`config.mk`:
```
export PLATFORM = sky130hd
export DESIGN_NAME = satalnk_rxsync_flat
export DESIGN_NICKNAME = d
export VERILOG_FILES = /design/src/rtl/satalnk_rxsync_if.sv /design/src/rtl/satalnk_rxsync.sv /design/src/flat_wrapper.sv
export SDC_FILE = /design/constraint.sdc
export NUM_CORES = 1
export LEC_CHECK = 0
export CELL_PAD_IN_SITES_DETAIL_PLACEMENT = 1
export CELL_PAD_IN_SITES_GLOBAL_PLACEMENT = 1
export CORE_MARGIN = 8
export CORE_UTILIZATION = 40
export CTS_BUF_LIST = sky130_fd_sc_hd__clkbuf_16
export CTS_CLUSTER_SIZE = 40
export DETAILED_ROUTE_END_ITERATION = 6
export PLACE_DENSITY = 0.8
export SETUP_SLACK_MARGIN = 0.05
export SYNTH_ARGS = -nofsm -noshare
export SYNTH_HDL_FRONTEND = slang
export SYNTH_SLANG_ARGS = --single-unit
```
`constraint.sdc`:
```
create_clock -name i_rx_clk -period 3.6 [get_ports i_rx_clk]
set_clock_uncertainty 0.15 [all_clocks]
set_input_delay 0.72 -clock i_rx_clk [delete_from_list [all_inputs] [get_ports i_rx_clk]]
set_output_delay 0.72 -clock i_rx_clk [all_outputs]
set_load 0.03 [all_outputs]
```
`src/rtl/satalnk_rxsync_if.sv`:
```
`default_nettype none
// ---------------------------------------------------------------------------
// satalnk_rxsync_if : PHY RX stream in, qualified stream and link status out
// Rev 1.0
// ---------------------------------------------------------------------------
interface satalnk_rxsync_if;
  logic        i_rx_valid;
  logic [32:0] i_rx_data;
  logic        i_rx_code_err;
  logic        i_clr_errs;
  logic        o_valid;
  logic [32:0] o_data;
  logic        o_synced;
  logic        o_resync_req;
  logic [15:0] o_err_count;

  modport slave (
    input  i_rx_valid, i_rx_data, i_rx_code_err, i_clr_errs,
    output o_valid, o_data, o_synced, o_resync_req, o_err_count
  );

  modport master (
    output i_rx_valid, i_rx_data, i_rx_code_err, i_clr_errs,
    input  o_valid, o_data, o_synced, o_resync_req, o_err_count
  );
endinterface
`default_nettype wire

```
`src/rtl/satalnk_rxsync.sv`:
```
`default_nettype none
// ---------------------------------------------------------------------------
// satalnk_rxsync : ALIGN hunt/lock, loss monitoring and stream gating (RX clk)
// Rev 1.0
// ---------------------------------------------------------------------------
module satalnk_rxsync #(
  parameter logic [31:0] P_ALIGN        = 32'h7B4A4ABC,
  parameter int unsigned LOCK_COUNT     = 4,
  parameter int unsigned ERR_LOSS_COUNT = 4,
  parameter int unsigned GOOD_CLEAR     = 16,
  parameter int unsigned LG_TIMEOUT     = 12
) (
  input  wire logic          i_rx_clk,
  input  wire logic          i_reset,
  satalnk_rxsync_if.slave    rx
);

  typedef enum logic [1:0] {
    S_HUNT    = 2'd0,
    S_LOCKING = 2'd1,
    S_SYNCED  = 2'd2
  } state_t;

  localparam logic [3:0] C_LOCK = 4'(LOCK_COUNT);
  localparam logic [3:0] C_LOSS = 4'(ERR_LOSS_COUNT);
  localparam logic [7:0] C_GOOD = 8'(GOOD_CLEAR);

  state_t                state_q;
  logic [LG_TIMEOUT-1:0] tmo_q;
  logic [3:0]            lock_q;
  logic [3:0]            loss_q;
  logic [7:0]            good_q;
  logic                  valid_q;
  logic [32:0]           data_q;
  logic                  synced_q;
  logic                  resync_q;
  logic [15:0]           errcnt_q;

  logic                  is_err;
  logic                  is_align;
  logic [LG_TIMEOUT-1:0] tmo_d;
  logic                  tmo_wrap;

  always_comb begin
    is_err   = rx.i_rx_code_err;
    is_align = !is_err && (rx.i_rx_data == {1'b1, P_ALIGN});
    tmo_d    = tmo_q + 1'b1;
    tmo_wrap = (tmo_d == '0);
  end

  always_ff @(posedge i_rx_clk or posedge i_reset) begin
    if (i_reset) begin
      state_q  <= S_HUNT;
      tmo_q    <= '0;
      lock_q   <= '0;
      loss_q   <= '0;
      good_q   <= '0;
      valid_q  <= 1'b0;
      data_q   <= '0;
      synced_q <= 1'b0;
      resync_q <= 1'b0;
      errcnt_q <= '0;
    end else begin
      resync_q <= 1'b0;
      valid_q  <= rx.i_rx_valid && (state_q == S_SYNCED) && !is_err;
      if (rx.i_rx_valid) begin
        data_q <= rx.i_rx_data;
      end

      // Clear wins over a same-cycle increment
      if (rx.i_clr_errs) begin
        errcnt_q <= '0;
      end else if (rx.i_rx_valid && (state_q == S_SYNCED) && is_err &&
                   (errcnt_q != 16'hFFFF)) begin
        errcnt_q <= errcnt_q + 16'd1;
      end

      if (rx.i_rx_valid) begin
        case (state_q)
          S_HUNT: begin
            if (is_align) begin
              tmo_q <= '0;
              if (C_LOCK == 4'd1) begin
                state_q  <= S_SYNCED;
                synced_q <= 1'b1;
                lock_q   <= '0;
                loss_q   <= '0;
                good_q   <= '0;
              end else begin
                state_q <= S_LOCKING;
                lock_q  <= 4'd1;
              end
            end else begin
              tmo_q <= tmo_d;
              if (tmo_wrap) begin
                resync_q <= 1'b1;
              end
            end
          end

          S_LOCKING: begin
            if (is_err) begin
              state_q <= S_HUNT;
              lock_q  <= '0;
              tmo_q   <= '0;
            end else if (is_align && ((lock_q + 4'd1) == C_LOCK)) begin
              state_q  <= S_SYNCED;
              synced_q <= 1'b1;
              lock_q   <= '0;
              tmo_q    <= '0;
              loss_q   <= '0;
              good_q   <= '0;
            end else begin
              if (is_align) begin
                lock_q <= lock_q + 4'd1;
              end
              tmo_q <= tmo_d;
              if (tmo_wrap) begin
                state_q  <= S_HUNT;
                lock_q   <= '0;
                resync_q <= 1'b1;
              end
            end
          end

          S_SYNCED: begin
            tmo_q <= is_align ? '0 : tmo_d;
            if (is_err) begin
              good_q <= '0;
              loss_q <= loss_q + 4'd1;
            end else if ((good_q + 8'd1) == C_GOOD) begin
              good_q <= '0;
              loss_q <= '0;
            end else begin
              good_q <= good_q + 8'd1;
            end
            // Error-driven loss and ALIGN starvation both drop straight to hunt
            if ((is_err && ((loss_q + 4'd1) == C_LOSS)) || (!is_align && tmo_wrap)) begin
              state_q  <= S_HUNT;
              synced_q <= 1'b0;
              loss_q   <= '0;
              good_q   <= '0;
              tmo_q    <= '0;
            end
          end

          default: begin
            state_q  <= S_HUNT;
            synced_q <= 1'b0;
            lock_q   <= '0;
            tmo_q    <= '0;
          end
        endcase
      end
    end
  end

  assign rx.o_valid      = valid_q;
  assign rx.o_data       = data_q;
  assign rx.o_synced     = synced_q;
  assign rx.o_resync_req = resync_q;
  assign rx.o_err_count  = errcnt_q;

endmodule
`default_nettype wire

```
`src/flat_wrapper.sv`:
```
// flat-port wrapper written by rule: the top's interface ports become plain ports
module satalnk_rxsync_flat 
#(
  parameter logic [31:0] P_ALIGN        = 32'h7B4A4ABC,
  parameter int unsigned LOCK_COUNT     = 4,
  parameter int unsigned ERR_LOSS_COUNT = 4,
  parameter int unsigned GOOD_CLEAR     = 16,
  parameter int unsigned LG_TIMEOUT     = 12
)
  (i_rx_clk, i_reset, rx_i_rx_valid, rx_i_rx_data, rx_i_rx_code_err, rx_i_clr_errs, rx_o_valid, rx_o_data, rx_o_synced, rx_o_resync_req, rx_o_err_count);
  satalnk_rxsync_if rx_i ();
  input  wire logic i_rx_clk;
  input  wire logic i_reset;
  input wire logic [$bits(rx_i.i_rx_valid)-1:0] rx_i_rx_valid;
  input wire logic [$bits(rx_i.i_rx_data)-1:0] rx_i_rx_data;
  input wire logic [$bits(rx_i.i_rx_code_err)-1:0] rx_i_rx_code_err;
  input wire logic [$bits(rx_i.i_clr_errs)-1:0] rx_i_clr_errs;
  output wire logic [$bits(rx_i.o_valid)-1:0] rx_o_valid;
  output wire logic [$bits(rx_i.o_data)-1:0] rx_o_data;
  output wire logic [$bits(rx_i.o_synced)-1:0] rx_o_synced;
  output wire logic [$bits(rx_i.o_resync_req)-1:0] rx_o_resync_req;
  output wire logic [$bits(rx_i.o_err_count)-1:0] rx_o_err_count;
  assign rx_i.i_rx_valid = rx_i_rx_valid;
  assign rx_i.i_rx_data = rx_i_rx_data;
  assign rx_i.i_rx_code_err = rx_i_rx_code_err;
  assign rx_i.i_clr_errs = rx_i_clr_errs;
  assign rx_o_valid = rx_i.o_valid;
  assign rx_o_data = rx_i.o_data;
  assign rx_o_synced = rx_i.o_synced;
  assign rx_o_resync_req = rx_i.o_resync_req;
  assign rx_o_err_count = rx_i.o_err_count;
  satalnk_rxsync #(.P_ALIGN(P_ALIGN), .LOCK_COUNT(LOCK_COUNT), .ERR_LOSS_COUNT(ERR_LOSS_COUNT), .GOOD_CLEAR(GOOD_CLEAR), .LG_TIMEOUT(LG_TIMEOUT)) u_core (.i_rx_clk(i_rx_clk), .i_reset(i_reset), .rx(rx_i));
endmodule
```
==> results.toml, run 1 <==
[status]
status = "complete, no violations"

[min_path]
hp-class = "reg2reg"

[synthesis]
synth-async-reset-ratio_pct = 100.0
synth_cell_types = 64
synth_area_um2 = 4342
synth_xor_area_share_pct = 2.219
synth_nets = 461
synth_flop_cell = "dfrtp_1"
synth-simple-area-share_pct = 21.04
synth-seq-cells = 82
synth_top_family_by_area = "simple AND/OR/NAND/NOR gates"
yosysWarnings = 0
synth_adder_area_share_pct = 3.170
synthMuxAreaShare_pct = 10.29
syn_inst = 412
synth_edf_count = 0
syn_avg_cell_area_um2 = 10.54
seq_area_frac_synth_pct = 47.26
synth_compound_area_share_pct = 13.98

[die]
dieWidth_um = 120.2
die_h_um = 120.2
rows = 38
fp.dieArea_um2 = 14440
start_util_pct = 40.58
ios = 90
core_area_um2 = 10700

[layout]
layout-drive-gt1-share_pct = 15.86
diodes = 0
fill_cells = 1177
nets = 561
final_cells = 657
final_cell_mix = "clkdlybuf4s50_1 (88), dfrtp_1 (82), mux2_2 (36)"
fin_util_pct = 53.49
area_growth_pct = 31.79
seq_area_um2 = 2052
final_common_cell = "clkdlybuf4s50_1"
multi_input_area_um2 = 2201

[sta]
worst_slew_pin_slew_ns = 0.6510
finalCritPeriodShare_pct = 90.39
slew-limit-headroom_pct = 56.44
fin_hold_ws_ns = 0.3605
finalSetupViolations = 0
rsz0062_at_grt = "false"
clock.fmax_mhz = 307.3
final_max_slew_viol_count = 0
hold_viol_final = 0
setup_tns_ns = 0
min_period_ns = 3.254

[power_and_ir_drop]
powerDensity_nw_per_um2 = 444.4
ir_drop_mv = 0.3043
leakage_uw = 0.002386

[global_routing]
use_met3_pct = 7.133
grt_util_all_layers_pct = 18.35
grt_pass1_wl_um = 21220
globalRoute.busiestLayer = "met2"
gr-total-overflow = 0
grt_max_degree = 52
antenna_found_initial = 0
met1_usage_pct = 21.20
grt_use_met2_pct = 31.12
grt_pass1_vias = 3993

[clock_network]
cts.sinks = 82
tritoncts = "built"
cts_setup_buffers = 0
clock_latency_ns = 0.34
clkTransAtPathRegs_ns = 0.06
postCtsHoldBufs = 0
numCtsBuffers = 9
clock_tree.root_cell = "clkbuf_16"
ctsResizeCount = 0
clock_path_buffers = 2
htreeDepth = 3

[worst_setup_path]
cp.arrival_ns = 3.36
end_kind = "register"
required_ns = 3.71
start_kind = "input port"
path_max_fanout = 5
crit_type = "in2reg"

[routing]
drc = 0
wl_um = 12840
antenna_left = 0
drtIter0Drc = 133
vias = 3646
drt-pass1-iter-count = 4
post_drt_wl_per_cell_um = 19.54
viasPerCell = 5.549

[placed_design]
io_buffers = 89
place_hpwl_um = 9459
post-place-cells = 641
place_congestion = 0.7922

[job]
drv_cap = 0
[registers in the layout, summed over array words and instances (netlist names)]
name / cells
u_core.rx.o_synced: 1
u_core.tmo_q: 12
u_core.lock_q: 4
u_core.state_q: 2
u_core.rx.o_data: 33
u_core.good_q: 8
u_core.rx.o_err_count: 16
u_core.rx.o_valid: 1
u_core.loss_q: 4
u_core.rx.o_resync_req: 1
[path summary, 6_finish.rpt]
check | startpoint | end | slack (ns) | cells past startpoint
worst min register to register | u_core.rx.o_data[25] | u_core.rx.o_data[25] | 0.36 | 1
min in group asynchronous | i_reset | u_core.rx.o_err_count[3] | 0.61 | 2
worst max register to register | u_core.tmo_q[3] | u_core.state_q[0] | 0.63 | 7
max in group asynchronous | i_reset | u_core.lock_q[0] | 2.00 | 3
worst min-delay path | u_core.rx.o_data[25] | u_core.rx.o_data[25] | 0.36 | 1
worst max-delay path | rx_i_rx_data[12] | u_core.loss_q[3] | 0.35 | 8
[worst max-delay path, cell delays in order]
cell	delay, ns
clkdlybuf4s50_1	0.42
or4b_1	0.58
nor3_2	0.28
and4b_1	0.33
or3_1	0.28
nand3_2	0.15
or4_1	0.52
o211ai_2	0.09
[report_power, final]
group	internal (uW)	total (uW)	switching [uW]	leakage, uW
logic	284	639	355	0.00119
clock network	459	842	383	0.000130
registers	993	1060	69.1	0.00106
[cells in the mapped netlist, drive strengths merged, types with 4 or more instances]
master | number | area share (%)
nor3 | 13 | 1.7
and4 | 5 | 1.0
mux2 | 37 | 9.6
nor2b | 6 | 0.86
a22o | 9 | 1.8
or3 | 7 | 1.1
nand4 | 9 | 1.6
dfrtp | 82 | 47
nor4 | 5 | 1.2
ha | 11 | 3.2
and2 | 4 | 0.58
o31ai | 4 | 1.0
a21oi | 11 | 1.3
nand2 | 35 | 3.0
clkbuf | 7 | 0.61
o21ai | 35 | 4.1
nand2b | 7 | 1.0
inv | 10 | 0.86
buf | 5 | 0.49
and3 | 8 | 1.2
nand3 | 15 | 2.0
xor2 | 9 | 1.8
nor2 | 32 | 2.8
[final cells by class]
type	instances	area share [%]
Multi-Input combinational cell	307	38.46
Sequential cell	82	35.86
Timing Repair Buffer	101	17.28
Clock buffer	9	3.936
Tap cell	140	3.061
Inverter	11	0.7435
Clock inverter	7	0.6560
[metal layers]
layer | wire length [um] | vias to the layer above | part of all wire (%)
met5 | 0 | - | 0
met2 | 6424 | 77 | 50
met1 | 5314 | 1850 | 41
met4 | 137 | 0 | 1.1
met3 | 965 | 13 | 7.5
li1 | - | 1706 | -
[stage by stage]
step	area [um2]	worst slack (ns)	total power [uW]
3_5_place_dp	5459	0.01683	1716
3_3_place_gp	5459	0.09224	1688
6_report	5722	0.3459	2543
4_1_cts	5722	0.3810	2565
2_1_floorplan	4342	0.6216	1451
5_1_grt	5722	0.2537	2657
[kinds of logic (layout without fill, tap and decap cells)]
logic type	Yosys count	after routing
DFF	82	82
adders and majority gates	11	11
buffers and inverters	23	128
muxes	40	40
and+or+nand+nor	160	160
xor gates and xnor gates	11	11
AOI/OAI and AO/OA	85	85
(Power assumes the default switching activity.)
==> run 2: changes to the inputs <==
--- a/config.mk
+++ b/config.mk
@@ -12,7 +12,7 @@
 export CTS_BUF_LIST = sky130_fd_sc_hd__clkbuf_16
 export CTS_CLUSTER_SIZE = 40
 export DETAILED_ROUTE_END_ITERATION = 6
-export PLACE_DENSITY = 0.8
+export PLACE_DENSITY = 0.79
 export SETUP_SLACK_MARGIN = 0.05
 export SYNTH_ARGS = -nofsm -noshare
 export SYNTH_HDL_FRONTEND = slang
==> run 2 against run 1 <==
Utilization grew 0.20 points. Cell area grew 0.37%. Register-to-register slack gained 0.05 ns. Wire length shrank 1.2%. Worst hold slack lost 0.0013 ns. Sequential share of layout area shrank 0.13 points. Critical path depth is the same. Count of clock-buffer cells in the layout is the same. Critical endpoint is now u_core.state_q[0]. Largest cell class unchanged. Highest routed layer unchanged.
==> results.toml, run 2 (synthesis gave the netlist of run 1 again) <==
[worst_setup_path]
cp_slowest_cell = "or4b_1"
start_kind = "input port"
path_max_fanout = 5
cp.arrival_ns = 3.31
crit_type = "in2reg"
critPathTopFamily = "simple AND/OR/NAND/NOR gates"
required_ns = 3.67
slowest_delay_ns = 0.56
critical_path_buf_inv_count = 2
path_cells = "clkdlybuf4s50_1, or4b_1, nor3_2, nand4b_2, buf_4, a221oi_2, nor2b_1, mux2_1"
end_kind = "register"

[placed_design]
place_congestion = 0.7876
post_dp_cell_area_um2 = 5472
post-place-cells = 641
place_hpwl_um = 9483
io_buffers = 89

[layout]
largest_reg_flops = 33
final_cells = 657
diodes = 0
finalInstanceArea_um2 = 5743
area_growth_pct = 32.28
final_cell_mix = "clkdlybuf4s50_1 (88), dfrtp_1 (82), mux2_2 (36)"
final_common_cell = "clkdlybuf4s50_1"
nets = 561
fin_util_pct = 53.68
layout-drive-gt1-share_pct = 15.86

[die]
rows = 38
die_h_um = 120.2
start_util_pct = 40.58
dieWidth_um = 120.2
ios = 90
fp.dieArea_um2 = 14440
core_area_um2 = 10700

[power_and_ir_drop]
clockPowerShare_pct = 33.3
p_switching_uw = 823.1
ir_drop_mv = 0.3033
leakage_uw = 0.002378
combPwrFrac_pct = 25.4
swShare_pct = 31.98
p_int_uw = 1751
powerDensity_nw_per_um2 = 448.2
power_frac_seq_pct = 41.3

[clock_network]
clock_path_buffers = 2
cts.sinks = 82
htreeDepth = 3
postCtsHoldBufs = 0
numCtsBuffers = 9
tritoncts = "built"
ctsResizeCount = 0
clock_tree.root_cell = "clkbuf_16"
clkTransAtPathRegs_ns = 0.06
clock_latency_ns = 0.34
cts_setup_buffers = 0

[sta]
final_max_slew_viol_count = 0
finalSetupViolations = 0
clock.fmax_mhz = 308.7
hold_viol_final = 0
worst_slew_pin_slew_ns = 0.9362
finalCritPeriodShare_pct = 89.98
setup_tns_ns = 0
rsz0062_at_grt = "false"
min_period_ns = 3.239
fin_hold_ws_ns = 0.3592
slew-limit-headroom_pct = 37.51

[global_routing]
grt_pass1_vias = 3969
gr-total-overflow = 0
grt_util_all_layers_pct = 17.92
antenna_found_initial = 0
grt_max_degree = 52
grt_pass1_wl_um = 20910

[routing]
drt-pass1-iter-count = 4
vias = 3658
post_drt_wl_per_cell_um = 19.31
drtIter0Drc = 87
wl_um = 12680
viasPerCell = 5.568
antenna_left = 0
drc = 0

[job]
drv_cap = 0

[min_path]
hp-class = "reg2reg"

[status]
status = "complete, no violations"
## run 2: cell count changes in the layout (fill, tap and decap cells not counted)
cell / change
buf_4: -1
buf_12: +1
clkinv_2: -3
clkinv_1: +1
clkinvlp_4: +2
inv_1: -1
clkinv_4: +1
## run 2: path summary, 6_finish.rpt
kind,startpoint,to,slack [ns],cells after the start
worst max-delay path,rx_i_rx_data[12],u_core.state_q[0],0.36,8
worst min-delay path,u_core.rx.o_data[23],u_core.rx.o_data[23],0.36,1
worst max register to register,u_core.tmo_q[2],u_core.rx.o_synced,0.68,7
worst min register to register,u_core.rx.o_data[23],u_core.rx.o_data[23],0.36,1
max in group asynchronous,i_reset,u_core.tmo_q[3],1.90,3
min in group asynchronous,i_reset,u_core.rx.o_data[14],0.74,2
## run 2: final cells by class
cell class,count,area [um2]
inverters,11,42.54
clock inverters,7,46.29
clock buffers,9,225.2
multi-input cells,307,2201
flip-flops and latches,82,2052
fillers,1167,4955
well taps,140,175.2
repair buffers,101,1001
## run 2: per-layer routing
metal	part of all wire [%]	vias up	global-route usage [%]	routed length [um]
li1	-	1709	-	-
met2	48	87	30.04	6126
met3	8.0	10	7.226	1010
met1	43	1852	20.96	5436
met5	0	-	0	0
met4	0.87	0	4.606	110
## run 2: per-stage QoR
stage	setup WS (ns)	power, uW
floorplan	0.6216	1451
global placement	0.1079	1701
detailed placement	0.008618	1733
CTS	0.3549	2591
global route	0.1931	2688
finish	0.3607	2574
## run 2: power by group through the flow
| stage | registers, uW | clock network [uW] | logic, uW |
|---|---|---|---|
| after global routing | 1070 | 902 | 712 |
| after floorplan | 1140 | 0 | 313 |
| after global placement | 1070 | 0 | 630 |
| after detailed placement | 1080 | 0 | 655 |
| final | 1060 | 856 | 654 |
| after CTS | 1060 | 871 | 658 |
